==> config.mk <==
export PLATFORM = sky130hd
export DESIGN_NAME = seq_restoring_divider32_flat
export DESIGN_NICKNAME = d
export VERILOG_FILES = /design/src/rtl/seq_restoring_divider32_if.sv /design/src/rtl/seq_restoring_divider32.sv /design/src/flat_wrapper.sv
export SDC_FILE = /design/constraint.sdc
export NUM_CORES = 1
export LEC_CHECK = 0
export CAP_MARGIN = 20
export CORE_ASPECT_RATIO = 1.1
export CORE_MARGIN = 5
export CORE_UTILIZATION = 40
export CTS_CLUSTER_SIZE = 20
export DETAILED_ROUTE_END_ITERATION = 8
export GPL_TIMING_DRIVEN = 0
export PLACE_DENSITY = 0.69
export RECOVER_POWER = 25
export SLEW_MARGIN = 20
export SYNTH_ARGS = -nofsm -noshare
export SYNTH_HDL_FRONTEND = slang
export SYNTH_HIERARCHICAL = 1
export SYNTH_SLANG_ARGS = --single-unit
==> constraint.sdc <==
create_clock -name clk -period 16.4 [get_ports clk]
set_input_delay 2.46 -clock clk [delete_from_list [all_inputs] [get_ports clk]]
set_output_delay 2.46 -clock clk [all_outputs]
set_load 0.02 [all_outputs]
==> src/rtl/seq_restoring_divider32_if.sv <==
// Handshake bundle for seq_restoring_divider32.
//   Request side : in_valid / in_ready, dividend, divisor
//   Response side: out_valid / out_ready, quotient, remainder, div_by_zero
// The master modport is the client that issues divisions and consumes results.
// The slave modport is the divider itself.
interface seq_restoring_divider32_if;
  logic        in_valid;
  logic        in_ready;
  logic [31:0] dividend;
  logic [31:0] divisor;
  logic        out_valid;
  logic        out_ready;
  logic [31:0] quotient;
  logic [31:0] remainder;
  logic        div_by_zero;

  modport master (
    output in_valid, dividend, divisor, out_ready,
    input  in_ready, out_valid, quotient, remainder, div_by_zero
  );

  modport slave (
    input  in_valid, dividend, divisor, out_ready,
    output in_ready, out_valid, quotient, remainder, div_by_zero
  );
endinterface

==> src/rtl/seq_restoring_divider32.sv <==
// Multi-cycle unsigned 32-bit restoring divider, one quotient bit per clock.
// Ports:
//   clk    - rising-edge clock
//   rst_n  - asynchronous active-low reset; aborts any division in flight
//   bus    - slave side of seq_restoring_divider32_if
//            in_valid/in_ready   : accept N (dividend) and D (divisor), in_ready only in IDLE
//            out_valid/out_ready : quotient, remainder, div_by_zero, out_valid only in DONE
// A 32-bit ripple-carry adder computing S + ~D + 1 serves as the trial subtractor;
// its carry-out of 1 means "no borrow", i.e. S >= D.

// 32-bit ripple-carry adder used as the trial subtractor.
module RippleCarryAdder32 (
  input  logic [31:0] a,
  input  logic [31:0] b,
  input  logic        cin,
  output logic [31:0] sum,
  output logic        cout
);
  logic [32:0] c;

  assign c[0] = cin;

  for (genvar i = 0; i < 32; i++) begin : g_fa
    assign sum[i]   = a[i] ^ b[i] ^ c[i];
    assign c[i + 1] = (a[i] & b[i]) | (c[i] & (a[i] ^ b[i]));
  end

  assign cout = c[32];
endmodule

module seq_restoring_divider32 #(
  parameter int WIDTH = 32,
  parameter int CNT_W = 6
) (
  input  logic                      clk,
  input  logic                      rst_n,
  seq_restoring_divider32_if.slave  bus
);
  typedef enum logic [1:0] {
    S_IDLE,
    S_RUN,
    S_DONE
  } state_t;

  state_t             state_q, state_d;
  logic [WIDTH-1:0]   r_q, r_d;         // partial remainder
  logic [WIDTH-1:0]   q_q, q_d;         // dividend shifting out / quotient shifting in
  logic [WIDTH-1:0]   dreg_q, dreg_d;   // captured divisor
  logic [CNT_W-1:0]   cnt_q, cnt_d;
  logic [WIDTH-1:0]   quotient_q, quotient_d;
  logic [WIDTH-1:0]   remainder_q, remainder_d;
  logic               dbz_q, dbz_d;

  // One restoring step: shift the next dividend bit into the remainder, then
  // try subtracting the divisor.
  logic               msb;
  logic [WIDTH-1:0]   s_shift;
  logic [WIDTH-1:0]   t_diff;
  logic               co;
  logic               ok;
  logic [WIDTH-1:0]   r_step;
  logic [WIDTH-1:0]   q_step;

  assign msb     = r_q[WIDTH-1];
  assign s_shift = {r_q[WIDTH-2:0], q_q[WIDTH-1]};

  RippleCarryAdder32 u_trial_sub (
    .a    (s_shift),
    .b    (~dreg_q),
    .cin  (1'b1),
    .sum  (t_diff),
    .cout (co)
  );

  // A set msb means the real shifted remainder is 2^32 + S, which always
  // exceeds D; the wrapped difference is still the correct remainder.
  assign ok     = msb | co;
  assign r_step = ok ? t_diff : s_shift;
  assign q_step = {q_q[WIDTH-2:0], ok};

  always_comb begin
    state_d     = state_q;
    r_d         = r_q;
    q_d         = q_q;
    dreg_d      = dreg_q;
    cnt_d       = cnt_q;
    quotient_d  = quotient_q;
    remainder_d = remainder_q;
    dbz_d       = dbz_q;

    unique case (state_q)
      S_IDLE: begin
        if (bus.in_valid) begin
          q_d    = bus.dividend;
          dreg_d = bus.divisor;
          r_d    = '0;
          cnt_d  = '0;
          if (bus.divisor == '0) begin
            // Divide-by-zero skips the iterations and reports all-ones / N.
            quotient_d  = '1;
            remainder_d = bus.dividend;
            dbz_d       = 1'b1;
            state_d     = S_DONE;
          end else begin
            dbz_d   = 1'b0;
            state_d = S_RUN;
          end
        end
      end

      S_RUN: begin
        r_d   = r_step;
        q_d   = q_step;
        cnt_d = cnt_q + CNT_W'(1);
        if (cnt_q == CNT_W'(WIDTH - 1)) begin
          quotient_d  = q_step;
          remainder_d = r_step;
          state_d     = S_DONE;
        end
      end

      S_DONE: begin
        if (bus.out_ready) begin
          state_d = S_IDLE;
        end
      end

      default: begin
        state_d = S_IDLE;
      end
    endcase
  end

  always_ff @(posedge clk or negedge rst_n) begin
    if (!rst_n) begin
      state_q     <= S_IDLE;
      r_q         <= '0;
      q_q         <= '0;
      dreg_q      <= '0;
      cnt_q       <= '0;
      quotient_q  <= '0;
      remainder_q <= '0;
      dbz_q       <= 1'b0;
    end else begin
      state_q     <= state_d;
      r_q         <= r_d;
      q_q         <= q_d;
      dreg_q      <= dreg_d;
      cnt_q       <= cnt_d;
      quotient_q  <= quotient_d;
      remainder_q <= remainder_d;
      dbz_q       <= dbz_d;
    end
  end

  assign bus.in_ready    = (state_q == S_IDLE);
  assign bus.out_valid   = (state_q == S_DONE);
  assign bus.quotient    = quotient_q;
  assign bus.remainder   = remainder_q;
  assign bus.div_by_zero = dbz_q;
endmodule
==> src/flat_wrapper.sv <==
// flat-port wrapper written by rule: the top's interface ports become plain ports
module seq_restoring_divider32_flat 
#(
  parameter int WIDTH = 32,
  parameter int CNT_W = 6
)
  (clk, rst_n, bus_in_valid, bus_dividend, bus_divisor, bus_out_ready, bus_in_ready, bus_out_valid, bus_quotient, bus_remainder, bus_div_by_zero);
  seq_restoring_divider32_if bus_i ();
  input  logic clk;
  input  logic rst_n;
  input wire logic [$bits(bus_i.in_valid)-1:0] bus_in_valid;
  input wire logic [$bits(bus_i.dividend)-1:0] bus_dividend;
  input wire logic [$bits(bus_i.divisor)-1:0] bus_divisor;
  input wire logic [$bits(bus_i.out_ready)-1:0] bus_out_ready;
  output wire logic [$bits(bus_i.in_ready)-1:0] bus_in_ready;
  output wire logic [$bits(bus_i.out_valid)-1:0] bus_out_valid;
  output wire logic [$bits(bus_i.quotient)-1:0] bus_quotient;
  output wire logic [$bits(bus_i.remainder)-1:0] bus_remainder;
  output wire logic [$bits(bus_i.div_by_zero)-1:0] bus_div_by_zero;
  assign bus_i.in_valid = bus_in_valid;
  assign bus_i.dividend = bus_dividend;
  assign bus_i.divisor = bus_divisor;
  assign bus_i.out_ready = bus_out_ready;
  assign bus_in_ready = bus_i.in_ready;
  assign bus_out_valid = bus_i.out_valid;
  assign bus_quotient = bus_i.quotient;
  assign bus_remainder = bus_i.remainder;
  assign bus_div_by_zero = bus_i.div_by_zero;
  seq_restoring_divider32 #(.WIDTH(WIDTH), .CNT_W(CNT_W)) u_core (.clk(clk), .rst_n(rst_n), .bus(bus_i));
endmodule
After elaboration in Yosys (flattened, before gate mapping)

Cells that the tools add are included.

$add $sub $neg: 1
Equality and inequality tests: 7
Multiplexer cells: 21
Bitwise logic cells: 161
Reductions and logical operators: 7

Operator list:

| kind                                                   | count |
|---|---|
| two-way mux 32 bit                                     | 9 |
| one-hot mux 32 bit (2 select lines)                    | 4 |
| bitwise AND 1 bit                                      | 63 |
| bitwise XOR 1 bit                                      | 63 |
| OR 1 bit                                               | 33 |
| logical NOT 32 bit                                     | 1 |
| inverter 32 bit                                        | 1 |
| one-hot mux 6 bit (2 select lines)                     | 1 |
| two-way mux 2 bit                                      | 4 |
| adder 6 x 1 -> 6 bit (second input constant)           | 1 |
| equality test 6 x 5 -> 1 bit (second input constant)   | 1 |
| two-way mux 6 bit                                      | 1 |
| one-hot mux 2 bit (3 select lines)                     | 1 |
| inequality test 2 x 1 -> 1 bit (second input constant) | 2 |
| inequality test 2 bit (second input constant)          | 2 |
| AND reduction 2 bit                                    | 2 |
| AND reduction 4 bit                                    | 1 |
| AND reduction 3 bit                                    | 1 |
| equality test 2 x 1 -> 1 bit (second input constant)   | 1 |
| equality test 2 bit (second input constant)            | 1 |
| logical NOT 2 bit                                      | 1 |
| nonzero test 2 bit                                     | 1 |
| two-way mux 1 bit                                      | 1 |
| inverter 1 bit                                         | 1 |

Flip-flop bits (word level): 169
Input port bits: 68
Output and inout bits: 67
Logic and storage cells: 205

Depth between registers and ports, before layout

Depth in word-level cells: 69
Mapped depth: 44
Gate-level depth less buffers: 42

By module

The synthesis kept the hierarchy.

Modules (own cells, without submodules):

| module                  | times used | cells each | area each (um^2) |
|---|---|---|---|
| seq_restoring_divider32 | 1          | 760        | 7310.8 |
| RippleCarryAdder32      | 1          | 42         | 678.2 |

Least setup slack after synthesis

Ideal clock, no wire load.

Path kind: reg-to-reg
From: register u_core.q_q[31]
To: register u_core.remainder_q[12], in the netlist u_core/bus.remainder[12]
Data arrival time: 13.389 ns
Data required time: 16.317 ns
Path slack: 2.928 ns
Cell stages (with the launch flop): 44
Path buffers: 2
Clock period less this slack: 13.472 ns
Cells stage by stage: dfrtp_1 > fa_1 > fa_1 > fa_1 > fa_1 > fa_1 > fa_1 > fa_1 > fa_1 > fa_1 > fa_1 > fa_1 > fa_1 > fa_1 > fa_1 > fa_1 > fa_1 > inv_1 > (+8 left out) > fa_1 > fa_1 > fa_1 > fa_1 > fa_1 > fa_1 > fa_1 > fa_1 > inv_1 > fa_1 > inv_1 > clkbuf_1 > nor2_1 > clkbuf_1 > nand2_1 > a21oi_1 > a21oi_1 > o21ai_0

Word-level cells in the longest chain between the ends: 68

Ends and longest elaborated chain:

| item                                                   | RTL line                       | RTL |
|---|---|---|
| start, declared                                        | seq_restoring_divider32.sv:47  | `logic [WIDTH-1:0] q_q, q_d;` |
| start signal, assigned                                 | seq_restoring_divider32.sv:147 | `q_q <= q_d;` |
| bitwise AND 1 bit or bitwise XOR 1 bit (tied branches) | seq_restoring_divider32.sv:25  | `assign c[i + 1] = (a[i] & b[i]) \| (c[i] & (a[i] ^ b[i]));` |
| OR 1 bit *                                             | seq_restoring_divider32.sv:25  |  |
| bitwise AND 1 bit *                                    | seq_restoring_divider32.sv:25  |  |
| OR 1 bit *                                             | seq_restoring_divider32.sv:25  |  |
| bitwise AND 1 bit *                                    | seq_restoring_divider32.sv:25  |  |
| OR 1 bit *                                             | seq_restoring_divider32.sv:25  |  |
| bitwise AND 1 bit *                                    | seq_restoring_divider32.sv:25  |  |
| OR 1 bit *                                             | seq_restoring_divider32.sv:25  |  |
| (+53 left out)                                         | n/a                            |  |
| OR 1 bit *                                             | seq_restoring_divider32.sv:25  |  |
| bitwise AND 1 bit *                                    | seq_restoring_divider32.sv:25  |  |
| OR 1 bit *                                             | seq_restoring_divider32.sv:25  |  |
| net u_core.co                                          | seq_restoring_divider32.sv:59  | `logic co;` |
| OR 1 bit *                                             | seq_restoring_divider32.sv:77  | `assign ok = msb \| co;` |
| two-way mux 32 bit *                                   | seq_restoring_divider32.sv:78  | `assign r_step = ok ? t_diff : s_shift;` |
| two-way mux 32 bit *                                   | seq_restoring_divider32.sv:115 | `if (cnt_q == CNT_W'(WIDTH - 1)) begin` |
| one-hot mux 32 bit (2 select lines) *                  | seq_restoring_divider32.sv:91  | `unique case (state_q)` |
| end signal, assigned                                   | seq_restoring_divider32.sv:151 | `remainder_q <= remainder_d;` |
| end, declared                                          | seq_restoring_divider32.sv:51  | `logic [WIDTH-1:0] remainder_q, remainder_d;` |

The timed path passes the listed nets; every way through them passes the cells marked *. The select of a mux whose other input is x is not followed.
A chain may end at the register's enable or synchronous reset.

Worst setup path in the final report

From: register u_core.q_q[31]
To: register u_core.remainder_q[18], in the netlist u_core/bus.remainder[18]

The elaborated chain is that of the path after synthesis.

==> flow_metrics.tcl <==
set metrics [dict create \
    run_status "finished, violations left" \
    failing_checks "max-capacitance violations, max-slew violations" \
    netlist_area_um2 7990 \
    cts.clk_slew.worst_paths_ns 0.07 \
    synthFlopType "sky130_fd_sc_hd__dfrtp_1" \
    timing.setup.critical_path_class "reg -> reg" \
    synth_async_sr_flop_share_pct 100 \
    holdCritStartpoint "u_core/bus.quotient[15]$_DFFE_PN0P_" \
    post-dp-hpwl_um 17200 \
    timing.critical_path.from_type "flip-flop" \
    holdCritPathClass "reg -> reg" \
    timing.rr.start "u_core/q_q[31]$_DFFE_PN0P_" \
    placement_rows 54 \
    synthMostInstantiatedCell "sky130_fd_sc_hd__dfrtp_1" \
    worst_ir_drop_vdd_mv 0.0943 \
    clk_path_buf_depth 2 \
    postSynthRegisterBits 169 \
    core_area_um2 19700 \
    firstDrtPassIters 6 \
    final_worst_path_period_need_ns 15.08 \
    grt.total_usage_pct 20.8 \
    port-buffer-count 134 \
    synth.top_cell.area_share_pct 52.9 \
    grt.overflow.total 0 \
    start_util_pct 40.5 \
    die-height_um 158 \
    crit_path_max_fanout 10 \
    synth-edff-count 0 \
    transition_time_at_the_pin_with_the_least_slew_margin_ns 3.06 \
    power-per-cell-area_nw_per_um2 222 \
    cts_num_sinks 169 \
    post_cts.repair.setup_buffers 0 \
    sequential_area_share_after_synthesis_pct 52.9 \
    final_core_util_pct 52.1 \
    grt_max_degree 61 \
    htree_num_levels 4 \
    fmaxAchievable_mhz 66.3 \
    crit_top_cell "sky130_fd_sc_hd__fa_1" \
    gpl.final_weighted_congestion 0.868 \
    critPathSlowestCell "sky130_fd_sc_hd__clkbuf_1" \
    post_cts.resized_instances 0 \
    setup_tns_ns 0 \
    number_of_diodes 0 \
    cap_violations 2 \
    post_route_cells_drive_above_1_share_pct 8.14 \
    synth_top_area_cell "sky130_fd_sc_hd__dfrtp_1" \
    final_max_tran_viols 112 \
    required_ns 16.76 \
    wire_length_of_the_first_global_routing_pass_um 36800 \
    worstSetupStartpoint "u_core/q_q[31]$_DFFE_PN0P_" \
    fin_skew_ns 0.00621 \
    final_hold_viol_count 0 \
    rr_worst_depth 43 \
    grt_antenna_before_repair 1 \
    synthTopCellsByArea "sky130_fd_sc_hd__dfrtp_1 (53%), sky130_fd_sc_hd__fa_1 (8.0%), sky130_fd_sc_hd__nand2_1 (6.3%)" \
    drtAntennaViolNets 0 \
    slowest_delay_ns 0.54 \
    worstPathArrival_ns 15.44 \
    synth_top_cells_by_count "sky130_fd_sc_hd__dfrtp_1 (169), sky130_fd_sc_hd__nand2_1 (135), sky130_fd_sc_hd__o21ai_0 (97), sky130_fd_sc_hd__a21oi_1 (64), sky130_fd_sc_hd__inv_1 (58)" \
    final_net_count 1058 \
    floorplan.io_pins 135 \
    drt-initial-drc-count 506 \
    grt_setup_unrepaired "false" \
    synthToLayoutAreaGrowth_pct 28.6 \
    leak_uw 0.00422 \
    die_w_um 145 \
    yosys_warnings 6 \
    cts_buffers 17 \
    timing.critical_path.to_type "flip-flop" \
    clock_tree.root_cell "sky130_fd_sc_hd__clkbuf_16" \
    syn_avg_cell_area_um2 9.96 \
    syn_inst 802 \
    n_fill_cell 1805 \
    drcViolationCount 0 \
    postCtsHoldBufs 0 \
    worst_relative_slew_slack_pct -104 \
    totalWireLength_um 22900 \
    post_synth_num_cell_types 38 \
    first_global_vias 6743 \
    vias 6617 \
    detail_route.vias_per_cell 5.41 \
    finalSetupViolations 0 \
    floorplan.die_area_um2 22900 \
    min_delay_path_depth 1 \
    syn_nets 903 \
    post-route-period-util_pct 92.0 \
    wire_per_inst_um 18.8 \
    tritoncts_clock_tree "yes" \
    clk_latency_ns 0.43 \
]
[where the power goes]
part	switching (uW)	internal, uW	total (uW)
clock network	174	239	412
logic	702	466	1170
registers	113	584	697
[worst max-delay path: cells and delay by family (launching register included)]
| kind | cells | cell delay, ns |
|---|---|---|
| mux | 1 | 0.15 |
| compound gates | 2 | 0.48 |
| simple gates | 2 | 0.51 |
| buf+inv | 6 | 0.99 |
| flops | 1 | 0.43 |
| fa+ha+maj | 32 | 12.40 |
[path summary, 6_finish.rpt]
check	end	slack, ns
max in group asynchronous	u_core/r_q[6]$_DFFE_PN0P_	9.41
hold / removal	u_core/bus.quotient[15]$_DFFE_PN0P_	0.49
setup reg to reg	u_core/bus.remainder[18]$_DFFE_PN0P_	1.32
min in group asynchronous	u_core/dreg_q[29]$_DFFE_PN0P_	2.99
hold reg to reg	u_core/bus.quotient[15]$_DFFE_PN0P_	0.49
setup / recovery	u_core/bus.remainder[18]$_DFFE_PN0P_	1.32
[registers in the layout, indices dropped and copies added, names as in the netlist]
| signal | cells |
|---|---|
| u_core/state_q | 2 |
| u_core/q_q | 32 |
| u_core/bus.quotient | 32 |
| u_core/bus.div_by_zero | 1 |
| u_core/r_q | 32 |
| u_core/dreg_q | 32 |
| u_core/bus.remainder | 32 |
| u_core/cnt_q | 6 |
[metrics by stage]
| stage | hold slack [ns] | worst slack (ns) | cell area [um^2] | instances | power [uW] |
|---|---|---|---|---|---|
| final | 0.489 | 1.32 | 10300 | 1222 | 2280 |
| after global routing | 0.512 | 0.888 | 10300 | 1222 | 2460 |
| after CTS | 0.494 | 1.48 | 10300 | 1222 | 2270 |
| after detailed placement | 0.479 | 1.59 | 9710 | 1190 | 1840 |
| after global placement | 0.473 | 1.86 | 9650 | 1188 | 1800 |
| after floorplan | 0.455 | 2.93 | 7990 | 802 | 1440 |
[cell families (layout without fill, tap and decap cells)]
group                      after synthesis  in the layout  share of synthesized area [%]
buffers and inverters                  120            288                           6.20
xor gates and xnor gates                 1              1                          0.110
and+or+nand+nor                        190            190                           9.73
adders and majority gates               33             33                           8.18
muxes                                   16             16                           2.02
other                                    1              1                         0.0469
DFF                                    169            169                           52.9
AOI/OAI and AO/OA                      272            272                           20.8
[placed cells by master (no fill, tap or decap), types with 3 or more instances in the layout]
cell type and n:
sky130_fd_sc_hd__dfrtp_1 169, sky130_fd_sc_hd__nand2_1 135, sky130_fd_sc_hd__clkdlybuf4s50_1 133, sky130_fd_sc_hd__o21ai_0 97, sky130_fd_sc_hd__a21oi_1 64, sky130_fd_sc_hd__inv_1 58
sky130_fd_sc_hd__clkbuf_1 49, sky130_fd_sc_hd__fa_1 32, sky130_fd_sc_hd__o22a_1 31, sky130_fd_sc_hd__a31o_2 31, sky130_fd_sc_hd__nor2_1 30, sky130_fd_sc_hd__a31oi_1 26
sky130_fd_sc_hd__clkbuf_16 17, sky130_fd_sc_hd__mux2i_1 15, sky130_fd_sc_hd__o21ai_1 11, sky130_fd_sc_hd__nor4_1 8, sky130_fd_sc_hd__a22oi_1 8, sky130_fd_sc_hd__buf_1 5
sky130_fd_sc_hd__buf_6 4, sky130_fd_sc_hd__inv_6 3, sky130_fd_sc_hd__clkinvlp_4 3, sky130_fd_sc_hd__clkbuf_8 3, sky130_fd_sc_hd__nand2b_1 3, sky130_fd_sc_hd__buf_2 3
sky130_fd_sc_hd__nand4_1 3, sky130_fd_sc_hd__buf_4 3
[layer usage]
metal	vias to the layer above	GRT usage, %	routed length [um]
li1	3054	-	-
met1	3227	29.0	9800
met2	290	31.9	10900
met3	44	4.92	1640
met4	2	7.64	575
met5	-	0	13
[layout make-up]
type / count / area [um^2] / area share [%]
buffer: 62 / 278 / 2.70
clock buffer: 20 / 467 / 4.54
clock inverter: 12 / 139 / 1.35
inverter: 58 / 218 / 2.12
multi-input combinational: 513 / 3260 / 31.8
sequential: 169 / 4230 / 41.2
tap: 252 / 315 / 3.07
timing repair buffer: 136 / 1370 / 13.3
No activity file was read; power rests on OpenSTA's default activity.
==> RTL change 1: new RTL, same settings <==
Encoding of `state_t`: now one-hot (3 bits for 3 states).
--- a/src/rtl/seq_restoring_divider32.sv
+++ b/src/rtl/seq_restoring_divider32.sv
@@ -36,10 +36,10 @@
   input  logic                      rst_n,
   seq_restoring_divider32_if.slave  bus
 );
-  typedef enum logic [1:0] {
-    S_IDLE,
-    S_RUN,
-    S_DONE
+  typedef enum logic [2:0] {
+    S_IDLE = 3'b001,
+    S_RUN  = 3'b010,
+    S_DONE = 3'b100
   } state_t;
 
   state_t             state_q, state_d;
Behaviour: no difference found for any inputs over 4 cycles, from zero or initial values and one cycle with rst_n low; so few cycles prove little.
==> RTL change 1 against the unedited design <==
The flow still finishes with violations (capacitance limit, slew limit); non-clock buffer count shrank 10; clock skew is essentially flat; via count shrank 4.5%; area after synthesis grew 2.4%; first-iteration DRC count shrank 21%; count of clock-buffer cells in the layout is the same; setup slack gained 0.19 ns; sequential cell count grew 1; synthesized cell count shrank 7.7%; design area grew 2.1%; routed wire length shrank 3.2%; total power shrank 21%; highest routed layer is now met4.
==> RTL change 1: results (changes against the unedited design) <==
metric,value,unit,change
yosysUniqueCellTypes,38,,unchanged
clockRootBuffer,clkbuf_16,,
synthFlopType,dfrtp_1,,
ys_seq_area_frac,0.520,,-0.00934
grt_pass1_wl,35900,um,-2.6%
maxSlewViolCount,173,,+54%
drive_gt1_frac,0.132,,+0.0510
clkLatencyLatePin,0.42,ns,
ys_async_sr_fraction,1.00,,unchanged
status,"finished, violations left",,
ys_top_cells_by_area,"dfrtp_1, fa_1, o21ai_0",,
critPathMaxStageDelay,0.48,ns,-0.06 ns
place.gp.congestion,0.881,,+1.5%
nFillCells,1773,,-1.8%
dr.first_iter.drc_count,400,,-21%
cts_max_level,4,,unchanged
path_max_fanout,10,,unchanged
tightest_slew,4.79,ns,+1.73 ns
routedWlPerCell,19.2,um,+2.2%
vias,6321,,-4.5%
cts.clk_slew.worst_paths,0.07,ns,about the same
placed_area,9870,um^2,+1.7%
cellLeakagePower,4.52,nW,+6.9%
cts_buffers,17,,unchanged
critPathSlowestCell,clkbuf_1,,
diodes,0,,unchanged
whs_path_depth,1,,unchanged
preCtsSetupSlack,1.72,ns,+0.122 ns
r2r_cells,43,,unchanged
drtPass1Iterations,5,,-1
skew,0.00671,ns,+0.000498 ns
holdCritPathClass,reg -> reg,,
fin_nets,995,,-6.0%
synth_warnings,6,,unchanged
cp_top_family,adder cells,,
grt_use_total,0.192,,-0.0159
cts_setup_buffers,0,,unchanged
io_buffers,134,,unchanged
postCtsResizedCells,0,,unchanged
first_global_vias,6643,,-1.5%
antenna_found_initial,0,,-1
place.detailed.hpwl,16700,um,-3.2%
hold_buffers,0,,unchanged
synth_top_cells_by_count,"dfrtp_1, o21ai_0, nand2_1",,
violations,"capacitance limit, slew limit",,
synth_fp_nets,841,,-6.9%
clk_path_buf_depth,2,,unchanged
swShare,0.352,,-0.0821
grt_max_degree,93,,+52%
vdd_drop_max,0.0747,mV,-21%
maxCapViolCount,2,,unchanged
-- RTL change 1: changes by cell type after synthesis, moves of 6 or more --
| cell | delta |
|---|---|
| clkbuf_1 | -13 |
| buf_2 | +6 |
| a22oi_1 | -7 |
| mux2i_1 | +31 |
| nor2_1 | -26 |
| mux2_2 | +33 |
| nand2_1 | -64 |
| a31oi_1 | -24 |
-- RTL change 1: area by class of cell --
cell class                 instances  area share
buffer                            53      0.0243
clock buffer                      20      0.0445
clock inverter                    11      0.0184
inverter                          57      0.0204
multi-input combinational        460       0.329
sequential                       170       0.405
tap                              252      0.0300
timing repair buffer             135       0.128
-- RTL change 1: logic make-up after synthesis --
kind of cell	after synthesis	share of synthesized area
DFF	170	0.520
buffers and inverters	110	0.0573
adders and majority gates	33	0.0798
AOI/OAI and AO/OA	247	0.182
other	1	0.000458
and+or+nand+nor	99	0.0570
muxes	80	0.103
-- RTL change 1: through the flow --
step            util  instances
2_1_floorplan      -        740
6_report       0.525       1158
4_1_cts        0.527       1158
3_5_place_dp   0.494       1127
3_3_place_gp   0.492       1126
5_1_grt        0.525       1158
-- RTL change 1: final timing paths --
| kind | slack (ns) | endpoint | start |
|---|---|---|---|
| max | 1.51 | u_core/bus.remainder[14] | u_core/q_q[31] |
| min | 0.49 | u_core/bus.quotient[18] | u_core/bus.quotient[18] |
| max reg2reg | 1.51 | u_core/bus.remainder[14] | u_core/q_q[31] |
| min reg2reg | 0.49 | u_core/bus.quotient[18] | u_core/bus.quotient[18] |
| max in group asynchronous | 6.80 | u_core/bus.quotient[11] | rst_n |
| min in group asynchronous | 3.51 | u_core/dreg_q[22] | rst_n |
-- RTL change 1: power by group through the flow --
stage	sequential (mW)	combinational, mW	clock, mW
after floorplan	0.740	0.334	0
after global placement	0.686	0.655	0
after detailed placement	0.692	0.672	0
after CTS	0.685	0.678	0.451
after global routing	0.705	0.737	0.470
final	0.685	0.673	0.445
-- RTL change 1: per-layer routing --
metal	up-vias	wire [um]	track usage
met5	-	0	0
met4	0	432	0.0637
met3	33	1270	0.0482
met2	206	10800	0.314
met1	3187	9730	0.252
li1	2895	-	-
==> RTL change 2: new RTL, same flow settings <==
Made on the original files. `CNT_W` is set to 6 in 2 places; all go to 8.
--- a/src/rtl/seq_restoring_divider32.sv
+++ b/src/rtl/seq_restoring_divider32.sv
@@ -30,7 +30,7 @@
 
 module seq_restoring_divider32 #(
   parameter int WIDTH = 32,
-  parameter int CNT_W = 6
+  parameter int CNT_W = 8
 ) (
   input  logic                      clk,
   input  logic                      rst_n,
--- a/src/flat_wrapper.sv
+++ b/src/flat_wrapper.sv
@@ -2,7 +2,7 @@
 module seq_restoring_divider32_flat 
 #(
   parameter int WIDTH = 32,
-  parameter int CNT_W = 6
+  parameter int CNT_W = 8
 )
   (clk, rst_n, bus_in_valid, bus_dividend, bus_divisor, bus_out_ready, bus_in_ready, bus_out_valid, bus_quotient, bus_remainder, bus_div_by_zero);
   seq_restoring_divider32_if bus_i ();
Formal check against the unedited RTL: no difference found for any inputs over 4 cycles, from zero or initial values and one cycle with rst_n low; that may be too few to reach the edited logic, so the function may still have changed.
==> RTL change 2 against the unedited design <==
The run still ends with capacitance limit, slew limit left; routed wire length is 0.26% lower; count of clock-buffer cells in the layout is 7 higher; setup slack better by 0.60 ns; design area is 0.12% higher; sequential cell count is 2 higher; hold slack worse by 0.0017 ns; die area is 0.60% higher; area after synthesis is 0.64% higher; total power is 10% higher; clock skew is 0.0025 ns higher; critical path type unchanged.
==> RTL change 2: results (changes against the unedited design) <==
metric,value,unit,change
status,"finished, violations left",,
grt_pass1_wl,37100,um,+0.96%
synth_adder_area_share,0.0812,,-0.000522
nFillCells,1794,,-0.61%
diodes,0,,unchanged
rr_startpoint,u_core/q_q[31],,
ys_top_cells_by_area,"dfrtp_1, fa_1, o21ai_0",,
maxSlewViolCount,174,,+55%
first_global_vias,6688,,-0.82%
critPathSlowestCell,fa_1,,
synth_top_cells_by_count,"dfrtp_1, nand2_1, o21ai_0",,
ys_seq_area_frac,0.532,,+0.00285
preCtsSetupSlack,2.05,ns,+0.454 ns
hold_end,u_core/bus.quotient[9],,
grt_max_degree,90,,+48%
postCtsResizedCells,0,,unchanged
vias,6648,,+0.47%
path_max_fanout,10,,unchanged
synthFlopType,dfrtp_1,,
synth_xor_area_frac,0.00218,,+0.00108
whs_path_depth,1,,unchanged
utilization,0.520,,-0.00115
dp_cells,1197,,+0.59%
antenna_found_initial,0,,-1
place.detailed.hpwl,17000,um,-1.4%
yosysUniqueCellTypes,42,,+11%
synth_fp_nets,911,,+0.89%
rrSetupSlack,1.92,ns,+0.60 ns
viasPerCell,5.41,,-0.10%
vdd_drop_max,0.0895,mV,-5.0%
worst-endpoint-arrival,14.84,ns,-0.60 ns
fin_nets,1065,,+0.66%
crit_end,u_core/bus.remainder[10],,
syn_avg_cell_area,9.93,um^2,-0.35%
worstHoldStart,u_core/bus.quotient[9],,
synthMuxAreaShare,0.00265,,-0.0176
r2r_cells,43,,unchanged
drive_gt1_frac,0.0839,,+0.00249
slew_headroom,-2.12,,-1.08
violations,"capacitance limit, slew limit",,
cts_max_level,4,,unchanged
skew,0.00876,ns,+0.00255 ns
post-route-min-period,14.48,ns,-0.602 ns
grt_use_total,0.200,,-0.00809
drtPass1Iterations,7,,+1
synth_compound_area_frac,0.225,,+0.0170
place.gp.congestion,0.836,,-3.7%
clk_path_buf_depth,2,,unchanged
dr.first_iter.drc_count,577,,+14%
critPathMaxStageDelay,0.45,ns,-0.09 ns
cellLeakagePower,4.18,nW,-0.97%
maxCapViolCount,2,,unchanged
placed_area,9730,um^2,+0.24%
totalWireLength,22900,um,-0.26%
intPower,1.46,mW,+13%
hold_slack,0.487,ns,-0.00170 ns
[RTL change 2: cell type report]
| type | count | share of cell area |
|---|---|---|
| Sequential cell | 171 | 0.416 |
| Inverter | 44 | 0.0161 |
| Timing Repair Buffer | 135 | 0.130 |
| Multi-Input combinational cell | 534 | 0.323 |
| Clock buffer | 27 | 0.0499 |
| Clock inverter | 5 | 0.00790 |
| Tap cell | 252 | 0.0306 |
| Buffer | 61 | 0.0268 |
[RTL change 2: critical path: cells and delay by family, from the launching register on]
| family | cells | cell delay [ns] |
|---|---|---|
| adders and majority gates | 32 | 12.34 |
| AOI/OAI and AO/OA | 3 | 0.44 |
| buffers and inverters | 6 | 0.75 |
| and+or+nand+nor | 2 | 0.49 |
| DFF | 1 | 0.43 |
[RTL change 2: cells by family (layout without fill, tap and decap cells)]
kind of cell,Yosys count,count (layout)
compound gates,300,300
simple gates,196,196
flops,171,171
buf+inv,105,272
fa+ha+maj,33,33
xor+xnor,2,2
mux,2,2
other cells,1,1
[RTL change 2: power groups by stage]
stage	Clock (mW)	Combinational, mW	Sequential [mW]
final	0.407	1.34	0.763
after global routing	0.430	1.51	0.790
after CTS	0.414	1.34	0.762
after detailed placement	0	1.32	0.768
after global placement	0	1.29	0.762
after floorplan	0	0.837	0.812
[RTL change 2: layer usage]
metal,wire [um],vias up,share of wire,track usage
li1,-,3103,-,-
met1,9970,3303,0.44,0.267
met2,11100,204,0.48,0.328
met3,1140,38,0.050,0.0367
met4,662,0,0.029,0.0791
met5,0,-,0,0
